`src/rtl/serial_adder_pkg.sv`:
```
// serial_adder_pkg: state encoding and default width shared by the serial adder
package serial_adder_pkg;

    typedef logic [1:0] state_t;

    localparam state_t IDLE = 2'b00;
    localparam state_t RUN  = 2'b01;
    localparam state_t DONE = 2'b10;

    localparam int DEFAULT_WIDTH = 8;

endpackage

```
`src/rtl/full_adder_bit.sv`:
```
// full_adder_bit: one-bit full adder built from two half-adder stages
module full_adder_bit (
    input  logic a,
    input  logic b,
    input  logic c,
    output logic sum,
    output logic carry
);
    logic p, g1, g2;

    assign p     = a ^ b;
    assign g1    = a & b;
    assign sum   = p ^ c;
    assign g2    = p & c;
    assign carry = g1 | g2;

endmodule

```
`src/rtl/serial_adder_ctrl.sv`:
```
// serial_adder_ctrl: bit-serial adder, LSB first, one bit per cycle; SERIAL_ADDER_SUB_EN adds a sub port for a-b
module serial_adder_ctrl
    import serial_adder_pkg::*;
#(
    parameter int WIDTH = DEFAULT_WIDTH
) (
    input  logic             clk,
    input  logic             rst,
    input  logic             start,
`ifdef SERIAL_ADDER_SUB_EN
    input  logic             sub,
`endif
    input  logic [WIDTH-1:0] a,
    input  logic [WIDTH-1:0] b,
    output logic             busy,
    output logic             done,
    output logic [WIDTH-1:0] sum,
    output logic             cout
);
    localparam int CW = $clog2(WIDTH) + 1;

    state_t           state;
    logic [WIDTH-1:0] a_sh, b_sh, sum_sh, b_load;
    logic [CW-1:0]    cnt;
    logic             carry, carry_load, cout_r, s_bit, c_bit, last;

`ifdef SERIAL_ADDER_SUB_EN
    assign b_load     = sub ? ~b : b;
    assign carry_load = sub;
`else
    assign b_load     = b;
    assign carry_load = 1'b0;
`endif

    full_adder_bit u_fa (
        .a    (a_sh[0]),
        .b    (b_sh[0]),
        .c    (carry),
        .sum  (s_bit),
        .carry(c_bit)
    );

    assign last = cnt == CW'(WIDTH - 1);

    // FSM, operand capture and one-bit-per-cycle shift/accumulate
    always_ff @(posedge clk) begin
        if (rst) begin
            state  <= IDLE;
            a_sh   <= '0;
            b_sh   <= '0;
            sum_sh <= '0;
            carry  <= 1'b0;
            cnt    <= '0;
            cout_r <= 1'b0;
        end else if (state == IDLE) begin
            if (start) begin
                a_sh  <= a;
                b_sh  <= b_load;
                carry <= carry_load;
                cnt   <= '0;
                state <= RUN;
            end
        end else if (state == RUN) begin
            a_sh   <= a_sh >> 1;
            b_sh   <= b_sh >> 1;
            sum_sh <= {s_bit, sum_sh[WIDTH-1:1]};
            carry  <= c_bit;
            cnt    <= cnt + CW'(1);
            if (last) begin
                cout_r <= c_bit;
                state  <= DONE;
            end
        end else begin
            state <= IDLE;
        end
    end

    assign busy = state == RUN;
    assign done = state == DONE;
    assign sum  = sum_sh;
    assign cout = cout_r;

endmodule

```
`config.mk`:
```
export PLATFORM = sky130hd
export DESIGN_NAME = serial_adder_ctrl
export DESIGN_NICKNAME = d
export VERILOG_FILES = /design/src/rtl/serial_adder_pkg.sv /design/src/rtl/full_adder_bit.sv /design/src/rtl/serial_adder_ctrl.sv
export SDC_FILE = /design/constraint.sdc
export NUM_CORES = 1
export LEC_CHECK = 0
export CELL_PAD_IN_SITES_DETAIL_PLACEMENT = 1
export CELL_PAD_IN_SITES_GLOBAL_PLACEMENT = 2
export CORE_MARGIN = 3
export CORE_UTILIZATION = 28
export DETAILED_ROUTE_END_ITERATION = 8
export MAX_ROUTING_LAYER = met4
export PLACE_DENSITY = 0.8
export SLEW_MARGIN = 20
export SYNTH_ARGS = -nofsm -noshare
export SYNTH_HDL_FRONTEND = slang
export SYNTH_SLANG_ARGS = --single-unit
```
`constraint.sdc`:
```
create_clock -name clk -period 1.72 [get_ports clk]
set_clock_uncertainty 0.1 [all_clocks]
set_input_delay 0.344 -clock clk [delete_from_list [all_inputs] [get_ports clk]]
set_output_delay 0.344 -clock clk [all_outputs]
set_load 0.01 [all_outputs]
```
## Word-level counts from Yosys, hierarchy flattened

Cells that the tools add are included.
Widths: inputs -> output; s select.

- Flip-flop bits (word level): 32
- Logic and storage cells: 41
- Output and inout bits: 11
- Input port bits: 19

- Add/subtract/negate cells: 1
- Equality and inequality tests: 5
- Multiplexer cells: 16
- Reduce and logical (&&, ||, !) cells: 6
- Bitwise gates (word level): 6

Operator list:

| kind | count |
|---|---|
| $mux 8 | 6 |
| $mux 4 | 3 |
| $mux 2 | 4 |
| $reduce_and 2->1 | 3 |
| $add 4x1->4 const B | 1 |
| $eq 4x3->1 const B | 1 |
| $mux 1 | 3 |
| $ne 3x1->1 const B | 1 |
| $reduce_and 3->1 | 1 |
| $and 1x1->1 | 2 |
| $eq 2x1->1 const B | 1 |
| $eq 2x2->1 const B | 1 |
| $logic_not 2->1 | 1 |
| $ne 2x2->1 const B | 1 |
| $reduce_bool 2->1 | 1 |
| $xor 1x1->1 | 2 |
| $not 1->1 | 1 |
| $or 1x1->1 | 1 |

## Longest topological paths before layout

- Word-level depth: 5
- Mapped depth: 6
- Gate-level depth less buffers: 4

## Hierarchy

Synthesis repeated with hierarchy kept, for this count alone.

- Cell total of the unflattened synthesis: 160
- Area, all modules: 1355.0 um^2

By module, submodules not included:

| module | area an instance (um^2) | times used | cells each | seq. area each (um^2) |
|---|---|---|---|---|
| serial_adder_ctrl | 1335.0 | 1 | 159 | 640.6 |
| full_adder_bit | 20.0 | 1 | 1 | 0.0 |

## Worst setup path before layout

Ideal clock, no wire load.

- Kind: reg-to-output
- From: register state[1]
- To: output busy
- Buffers on the path: 2
- Path slack: 0.399 ns
- Arrival time: 0.877 ns
- Stages on the path, launching flop included: 5
- Required time: 1.276 ns
- Path through: dfxtp_1 -> nand2b_1 -> buf_4 -> inv_2 -> buf_2

- Longest elaborated chain between the ends: 1

RTL lines:

| item | line | text |
|---|---|---|
| from (decl) | serial_adder_ctrl.sv:22 | `state_t state;` |
| from (signal assigned) | serial_adder_ctrl.sv:48 | `state <= IDLE;` |
| from (signal assigned) | serial_adder_ctrl.sv:61 | `state <= RUN;` |
| from (signal assigned) | serial_adder_ctrl.sv:71 | `state <= DONE;` |
| $eq 2x1->1 | serial_adder_ctrl.sv:78 | `assign busy = state == RUN;` |
| to (decl) | serial_adder_ctrl.sv:15 | `output logic busy,` |

No other way between the ends.

## Worst setup path after layout

- From: register sum_sh[1], in the netlist sum[1]
- To: output sum[1]

RTL lines:

| item | line | text |
|---|---|---|
| from (decl) | serial_adder_ctrl.sv:23 | `logic [WIDTH-1:0] a_sh, b_sh, sum_sh, b_load;` |
| from (signal assigned) | serial_adder_ctrl.sv:66 | `sum_sh <= {s_bit, sum_sh[WIDTH-1:1]};` |
| to (decl) | serial_adder_ctrl.sv:17 | `output logic [WIDTH-1:0] sum,` |

No word-level cell between the ends.

==> results.md <==
- R2R depth: 5
- Slew headroom: 75.5%
- F_max: 0.613 GHz
- First-pass GRT wire length: 6520 um
- Clock latency on the worst-skew pair: 0.29 ns
- RSZ-0062 raised after global routing: no
- Crit path launch type: flip-flop
- Crit path max-delay cell type: clkdlybuf4s50_1
- Final Slew Violations: 0
- Placed insts: 240
- Critical path arrival: 1.19 ns
- Seq/Total Area, Yosys: 47.8%
- Max-cap violation count: 0
- Total track usage: 15.9%
- Syn. warnings: 0
- CTS tree: done
- Die area: 0.00565 sq mm
- Port Buffers: 29
- Worst vdd ir: 0.306 mV
- Setup violations, final: 0
- CP top delay family: buffers and inverters
- CTS Sinks: 32
- PwrDens: 974 mW/mm^2
- Type of the tightest min-delay check: flip-flop to flip-flop
- Final #Nets: 216
- Largest net degree at the start of global routing: 20
- Final WL: 3850 um
- Fin cells: 248
- Vias: 1306
- Status: completed
- Routed WL per cell: 15.5 um
- Num CTS Buffers: 5
- Gr ovfl total: 0
- Final worst slack: 0.0883 ns
- Hold Path Depth: 2
- Post-synth ARST share: 0%
- Pwr Total: 1810 uW
- Tcrit/Tclk final: 94.9%
- Placed Area: 0.00174 sq mm
- Root Driver: clkbuf_8
- CP Capture Type: output port
- Leakage: 0.000714 uW
- Fraction of layout cells with a size suffix above 1: 13.3%
- WP depth: 1
- Filler cells: 527
- Hpwl dp: 2830 um
- EDFF count, synth: 0
- Max stage delay on crit path: 0.55 ns
- Rows: 24
- Share of the synthesized area in the top cell type: 47.8%
- Antenna violations before repair: 0
- Synthesized cell area: 0.00134 sq mm
- Worst-Margin Slew: 0.367 ns
- Cells after Synth: 160
- Io pins: 30
- Avg Synthesized Cell Area: 8.38 sq um
- H-tree levels: 2
- Starting Density: 29.9%
- Synth-to-layout area growth: 38.9%
- Largest cells by area after synthesis: dfxtp_1 (48%), a311oi_1 (9.2%), nand2_1 (9.0%)
- Residual DRC count: 0
- Dpl ws: -0.0302 ns
- Final hold vios: 0
- CTS Buffer Depth: 2
- Drt via density: 5.27
- Final instance area: 0.00186 sq mm
- Synth Flop Type: dfxtp_1
- Minimum clock period: 1.63 ns
- CP max FO: 3
- R2R setup slack: 0.17 ns
- DIE HEIGHT: 75.2 um
- Req. time, crit path: 1.28 ns
- Post-synth top area cell: dfxtp_1
- Antenna Cells: 0
- CP cell instances: clkdlybuf4s50_1
- Routability Congestion: 0.717
- First DRT Iteration DRCs: 30
- Die X: 75.2 um
- Core area: 0.00447 sq mm
- Post-Syn Nets: 181
- Vias in the first global route: 1368
- Post-synth cell types: 29
- Pre-antenna DRT Iters: 4
- Buf/Inv on CP: 1
- Synth Register Bits: 32
- DRT antenna net count: 0
- Most instantiated cells after synthesis: dfxtp_1 (32), nand2_1 (32), nor2_1 (20), a311oi_1 (14), o21ai_0 (14)
- Worst setup path class: flip-flop to output port
- Worst-path clk slew: 0.07 ns
==> registers in the layout, summed over array words and instances, names as in the netlist <==
signal and cells:
cout 1, cnt 4, carry 1, b_sh 8, state 2, a_sh 8, sum 8
==> final cells by class <==
class | instances | area, sq um | area share, %
Sequential cell | 32 | 643 | 34.5
Timing Repair Buffer | 42 | 398 | 21.4
Clock buffer | 7 | 96.3 | 5.17
Multi-Input combinational cell | 112 | 622 | 33.4
Inverter | 2 | 7.51 | 0.403
Tap cell | 52 | 65.1 | 3.49
Clock inverter | 1 | 30.0 | 1.61
==> cell usage in the layout, fill, tap and decap left out, types with 2 or more instances in the layout <==
cell,netlist,layout
dfxtp_1,32,30
a311oi_1,14,14
nor2b_1,2,2
nor2_1,20,20
a32oi_1,2,2
dlygate4sd2_1,0,2
nand2_1,32,32
nand3_1,2,2
dfxtp_2,0,2
a21oi_1,9,9
clkdlybuf4s50_1,0,27
o21ai_0,14,14
nor3_1,2,2
clkbuf_8,0,7
buf_4,3,12
a22oi_1,2,2
==> where the power goes <==
part	internal (uW)	switching (uW)	total, uW
sequential	780	25.0	805
combinational	105	106	212
clock	511	285	796
==> logic make-up after synthesis <==
logic type | share of synthesized area (%)
buf+inv | 5.79
compound gates | 24.3
fa+ha+maj | 2.43
flops | 47.8
simple gates | 19.7
==> stage by stage <==
stage / TNS (ns) / hold WS [ns] / util [%]
global placement: 0 / 0.345 / 38.8
finish: 0 / 0.367 / 41.6
CTS: 0 / 0.371 / 41.6
global route: 0 / 0.395 / 41.6
detailed placement: -0.0656 / 0.361 / 38.8
floorplan: 0 / 0.347 / -
==> metal layers <==
| metal | wire, um | track usage (%) | share of wire, % |
|---|---|---|---|
| met1 | 1720 | 18.4 | 45 |
| met2 | 1920 | 26.9 | 50 |
| met3 | 165 | 4.54 | 4.3 |
| met4 | 55 | 4.66 | 1.4 |
| met5 | 0 | - | 0 |
==> worst paths after layout <==
path	start	to
worst min-delay path	sum[0]	sum[0]
worst max register to register	state[1]	a_sh[2]
worst max-delay path	sum[1]	sum[1]
worst min register to register	sum[0]	sum[0]
==> what timing repair did <==
item	CTS	global route
setup buffers	0	0
hold buffers	0	0
setup endpoints to repair	2	0
resized for setup	4	0
Note: power is estimated with default switching activity, not from simulation.
